**config.mk**
```make
export PLATFORM = sky130hd
export DESIGN_NAME = gcd_engine
export DESIGN_NICKNAME = d
export VERILOG_FILES = /design/src/rtl/gcd_pkg.sv /design/src/rtl/gcd_sub_core.sv /design/src/rtl/gcd_engine.sv
export SDC_FILE = /design/constraint.sdc
export NUM_CORES = 1
export LEC_CHECK = 0
export BUFFER_PORTS_ARGS = -buffer_cell sky130_fd_sc_hd__clkbuf_2
export CELL_PAD_IN_SITES_DETAIL_PLACEMENT = 1
export CELL_PAD_IN_SITES_GLOBAL_PLACEMENT = 2
export CORE_UTILIZATION = 34
export CTS_CLUSTER_DIAMETER = 50
export DETAILED_ROUTE_END_ITERATION = 6
export MAX_ROUTING_LAYER = met4
export PLACE_DENSITY = 0.83
export SETUP_SLACK_MARGIN = 0.05
export SLEW_MARGIN = 15
export SYNTH_ARGS = -nofsm -noshare
export SYNTH_HDL_FRONTEND = slang
export SYNTH_SLANG_ARGS = --single-unit
export TNS_END_PERCENT = 30
```
**constraint.sdc**
```tcl
create_clock -name clk -period 2.56 [get_ports clk]
set_clock_uncertainty 0.05 [all_clocks]
set_input_delay 0.512 -clock clk [delete_from_list [all_inputs] [get_ports clk]]
set_output_delay 0.512 -clock clk [all_outputs]
set_load 0.05 [all_outputs]
```
**src/rtl/gcd_pkg.sv**
```systemverilog
// Shared types for the GCD engine: FSM state encodings and a worst-case step helper.
// The optional step counter in gcd_engine is enabled by defining GCD_STEP_COUNT_EN.
package gcd_pkg;

    localparam logic [1:0] ST_IDLE = 2'd0;
    localparam logic [1:0] ST_CALC = 2'd1;
    localparam logic [1:0] ST_DONE = 2'd2;

    typedef enum logic [1:0] {
        IDLE = ST_IDLE,
        CALC = ST_CALC,
        DONE = ST_DONE
    } state_t;

    // Operands (2^width-1, 1) need 2^width-2 subtractions; used to bound waits.
    function automatic int unsigned worst_steps(input int unsigned width);
        return (32'd1 << width) - 32'd2;
    endfunction

endpackage

```
**src/rtl/gcd_sub_core.sv**
```systemverilog
// Combinational compare/subtract stage of the GCD engine: flags plus larger-minus-smaller.
module gcd_sub_core #(
    parameter int WIDTH = 8
) (
    input  logic [WIDTH-1:0] x,
    input  logic [WIDTH-1:0] y,
    output logic             eq,
    output logic             x_zero,
    output logic             y_zero,
    output logic             x_gt_y,
    output logic [WIDTH-1:0] diff
);

    assign eq     = (x == y);
    assign x_zero = (x == '0);
    assign y_zero = (y == '0);
    assign x_gt_y = (x > y);
    // The larger operand is always the minuend, so this never wraps.
    assign diff   = x_gt_y ? (x - y) : (y - x);

endmodule

```
**src/rtl/gcd_engine.sv**
```systemverilog
// Subtractive GCD engine with valid/ready on operands and result, one operation in flight.
// Define GCD_STEP_COUNT_EN to add the saturating subtraction step counter on out_steps.
module gcd_engine
    import gcd_pkg::*;
#(
    parameter int WIDTH = 8,
    parameter int CNT_W = WIDTH
) (
    input  logic             clk,
    input  logic             reset,
    input  logic             in_valid,
    output logic             in_ready,
    input  logic [WIDTH-1:0] in_a,
    input  logic [WIDTH-1:0] in_b,
    output logic             out_valid,
    input  logic             out_ready,
    output logic [WIDTH-1:0] out_gcd,
    output logic             busy
`ifdef GCD_STEP_COUNT_EN
    ,
    output logic [CNT_W-1:0] out_steps
`endif
);

    // Handshakes: a transfer happens on a rising edge where valid && ready are both high.
    // in_ready and out_valid are pure state decodes, so neither depends on the
    // opposite-side input in the same cycle.

    state_t           state;
    state_t           state_nxt;
    logic [WIDTH-1:0] x;
    logic [WIDTH-1:0] y;
    logic [WIDTH-1:0] result;

    logic             eq;
    logic             x_zero;
    logic             y_zero;
    logic             x_gt_y;
    logic [WIDTH-1:0] diff;
    logic             finish;

    gcd_sub_core #(.WIDTH(WIDTH)) u_sub_core (
        .x      (x),
        .y      (y),
        .eq     (eq),
        .x_zero (x_zero),
        .y_zero (y_zero),
        .x_gt_y (x_gt_y),
        .diff   (diff)
    );

    // Any of these ends the computation; GCD(0,0) exits through eq.
    assign finish = eq || x_zero || y_zero;

    always_ff @(posedge clk or posedge reset) begin
        if (reset) begin
            state <= IDLE;
        end else begin
            state <= state_nxt;
        end
    end

    always_comb begin
        state_nxt = state;
        case (state)
            IDLE:    if (in_valid)  state_nxt = CALC;
            CALC:    if (finish)    state_nxt = DONE;
            DONE:    if (out_ready) state_nxt = IDLE;
            default:                state_nxt = IDLE;
        endcase
    end

    always_ff @(posedge clk or posedge reset) begin
        if (reset) begin
            x      <= '0;
            y      <= '0;
            result <= '0;
        end else begin
            case (state)
                IDLE: begin
                    if (in_valid) begin
                        x <= in_a;
                        y <= in_b;
                    end
                end
                CALC: begin
                    if (eq)          result <= x;
                    else if (x_zero) result <= y;
                    else if (y_zero) result <= x;
                    else if (x_gt_y) x      <= diff;
                    else             y      <= diff;
                end
                default: ;
            endcase
        end
    end

`ifdef GCD_STEP_COUNT_EN
    localparam logic [CNT_W-1:0] STEPS_MAX = '1;
    logic [CNT_W-1:0] steps;

    always_ff @(posedge clk or posedge reset) begin
        if (reset) begin
            steps <= '0;
        end else if (state == IDLE && in_valid) begin
            steps <= '0;
        end else if (state == CALC && !finish && steps != STEPS_MAX) begin
            steps <= steps + CNT_W'(1);
        end
    end

    assign out_steps = steps;
`endif

    assign in_ready  = (state == IDLE);
    assign busy      = (state == CALC);
    assign out_valid = (state == DONE);
    assign out_gcd   = result;

endmodule
```
==> impl_metrics.toml <==
[clock_tree]
worstSkewPairLatency_ns = 0.28
clk_pin_slew_ns = 0.09
clk_path_buf_depth = 2
cts_sinks = 26
htreeDepth = 1
clock-root-buffer = "clkbuf_8"
cts_made_buffers = 3
hold_buffers = 0
cts_tree = "done"

[synth]
synth_top_family_by_area = "compound AO/OA/AOI/OAI gates"
synthAdderAreaFrac_pct = 10.8
synth_mux_area_share_pct = 0.476
synth_nets = 289
yosys_warnings = 0
synth-edff-count = 0
synth-xor-area-share_pct = 0.833
ys_ff_latch = 26
synthArstFlopShare_pct = 100
syn-instance-count = 252
ys.flop_type = "dfrtp_1"
synth_cell_types = 58
synthSimpleGateAreaFrac_pct = 21.7
seq_area_frac_synth_pct = 30.9
avgSynthCellArea_um2 = 8.35
syn_area_mm2 = 0.00210
synth-compound-area-share_pct = 26.7

[timing]
grt_setup_unrepaired = "yes"
worstMarginPinSlew_ns = 0.393
setup_tns_ns = 0
hold_slack_ns = 0.210
fin_crit_ns = 2.41
final-hold-violation-count = 0
final-setup-viol-count = 0
max_freq_mhz = 415
slew_violations = 0
maxSlewHeadroom_pct = 73.4
period_share_pct = 94.1

[critical_path]
required_ns = 2.71
cp_num_buf_inv = 1
crit_type = "flip-flop to flip-flop"
crit_path_end_kind = "flip-flop"
critPathMostFrequentCell = "nor2_1"
critPathTopFamily = "compound AO/OA/AOI/OAI gates"
arrival_ns = 2.56
slowest_delay_ns = 0.41
crit_path_top_delay_cell = "fa_1"
cp_cell_sequence = "ha_1 > fa_1 > nand3b_4 > a21oi_4 > nor2_1 > o21ai_4 > buf_4 > nor2_1 > a41oi_1"
worst_setup_path_start_kind = "flip-flop"
crit_fanout = 8

[final_layout]
area_growth_pct = 20.2
nets = 335
drive_gt1_share_pct = 24.6
fillers = 740
fin_util_pct = 42.5
diodes = 0

[global_route]
grt_pass1_vias = 1942
antenna_found_initial = 0
grt_pass1_wl_mm = 9.81
grt-ovfl-total = 0
grt_usage_pct = 20.8
grt_start_max_net_pins = 27

[die]
core_mm2 = 0.00596
start_util_pct = 35.3
core.rowCount = 28
die_area_mm2 = 0.00650
die_h_um = 80.7
boundaryPins = 31
fp.dieW_um = 80.7

[route]
routed_wl_mm = 6.17
dr_total_vias = 1963
drt-pass1-iter-count = 4
wire_per_inst_um = 16.6
viasPerCell = 5.28
final_antenna_net_count = 0
drt_iter0_drc = 91
drc = 0

[worst_hold_path]
hold_path_class = "primary input to async pin"

[placement]
numPortBuffers = 30
routabilityCongestion = 0.880
dpl.hpwl_mm = 4.94

[run_status]
status = "completed"

[job]
max_cap_viol_count = 0
final timing paths:
kind                            start    endpoint  slack [ns]  depth (start not counted)
hold / removal                  reset  out_gcd[1]        0.21                          3
setup reg to reg                 y[0]        x[2]        0.15                          9
max in group asynchronous       reset        y[1]        1.97                          3
setup / recovery                 y[0]        x[2]        0.15                          9
min in group clk              in_b[1]        y[1]        0.40                          3
hold reg to reg            out_gcd[6]  out_gcd[6]        0.48                          2
Yosys cell counts, drive strengths merged, types with 3 or more instances:
library cell | number | area, um2
nor2b | 4 | 25.0
o211ai | 3 | 22.5
nor4 | 4 | 25.0
nand3b | 3 | 26.3
nor2 | 26 | 97.6
a211oi | 4 | 35.0
o21ai | 8 | 47.6
o21a | 3 | 22.5
or2 | 3 | 18.8
nand2b | 3 | 18.8
a21o | 4 | 30.0
a21oi | 33 | 180
nand3 | 7 | 35.0
clkbuf | 4 | 15.0
buf | 10 | 86.3
a31oi | 4 | 31.3
inv | 21 | 78.8
nand2 | 26 | 97.6
nand4 | 6 | 50.0
ha | 15 | 188
dfrtp | 26 | 651
o22a | 3 | 26.3
cell families (layout without fill, tap and decap cells):
| family | count (synthesis) | after routing |
|---|---|---|
| simple gates | 91 | 91 |
| compound gates | 80 | 80 |
| buf+inv | 35 | 80 |
| flops | 26 | 26 |
| fa+ha+maj | 17 | 17 |
| xor+xnor | 2 | 2 |
| mux | 1 | 1 |
worst register-to-register path, delay by kind of cell (launching register included):
family                     cells  cell delay, ns
DFF                            1            0.39
AOI/OAI and AO/OA              3            0.68
adders and majority gates      2            0.64
and+or+nand+nor                3            0.37
buffers and inverters          1            0.20
metrics by stage:
stage                     instance area [um2]  setup WS [ns]  cells
final                                    2530          0.150    372
after global routing                     2530       -0.00991    372
after CTS                                2500         0.0798    371
after detailed placement                 2440         0.0618    367
after global placement                   2440          0.124    367
after floorplan                          2100          0.300    252
registers in the layout (all words and copies together), names as in the netlist:
signal	cells
state	2
out_gcd	8
y	8
x	8
cell usage in the layout, fill, tap and decap left out, types with 3 or more instances in the layout:
master     n
o21ai_0    6
nor2b_1    4
nand4_1    4
nand3_1    7
nand2b_1   3
dfrtp_1   25
a211oi_1   3
nand2_1   26
inv_1     21
a21o_1     4
nor2_1    26
o211ai_1   3
a31oi_1    3
clkbuf_8   4
a21oi_1   31
o22a_1     3
o21a_1     3
clkbuf_2  30
ha_1      15
nor4_1     4
buf_4     24
metal layers:
layer / up-vias / global-route usage (%) / wire length, um
met3: 8 / 2.84 / 142
met5: - / - / 0
met2: 33 / 34.9 / 2980
met1: 940 / 26.2 / 2940
li1: 982 / - / -
met4: 0 / 5.71 / 110
area by class of cell:
class	instances	area, um2	share of cell area, %
sequential	26	652	25.8
timing repair buffer	55	350	13.9
inverter	21	78.8	3.12
multi-input combinational	191	1300	51.4
tap	75	93.8	3.71
clock buffer	4	55.1	2.18
repair_timing:
item                                    in CTS  in global routing
resized for setup                            1                  4
endpoints found under the setup margin       3                 11
pin swaps                                    0                  2
buffers inserted                             0                  1
Power is left out: the tool's default activity adds up to more than one toggle a clock period on the data nets, which glitch-free logic cannot reach.
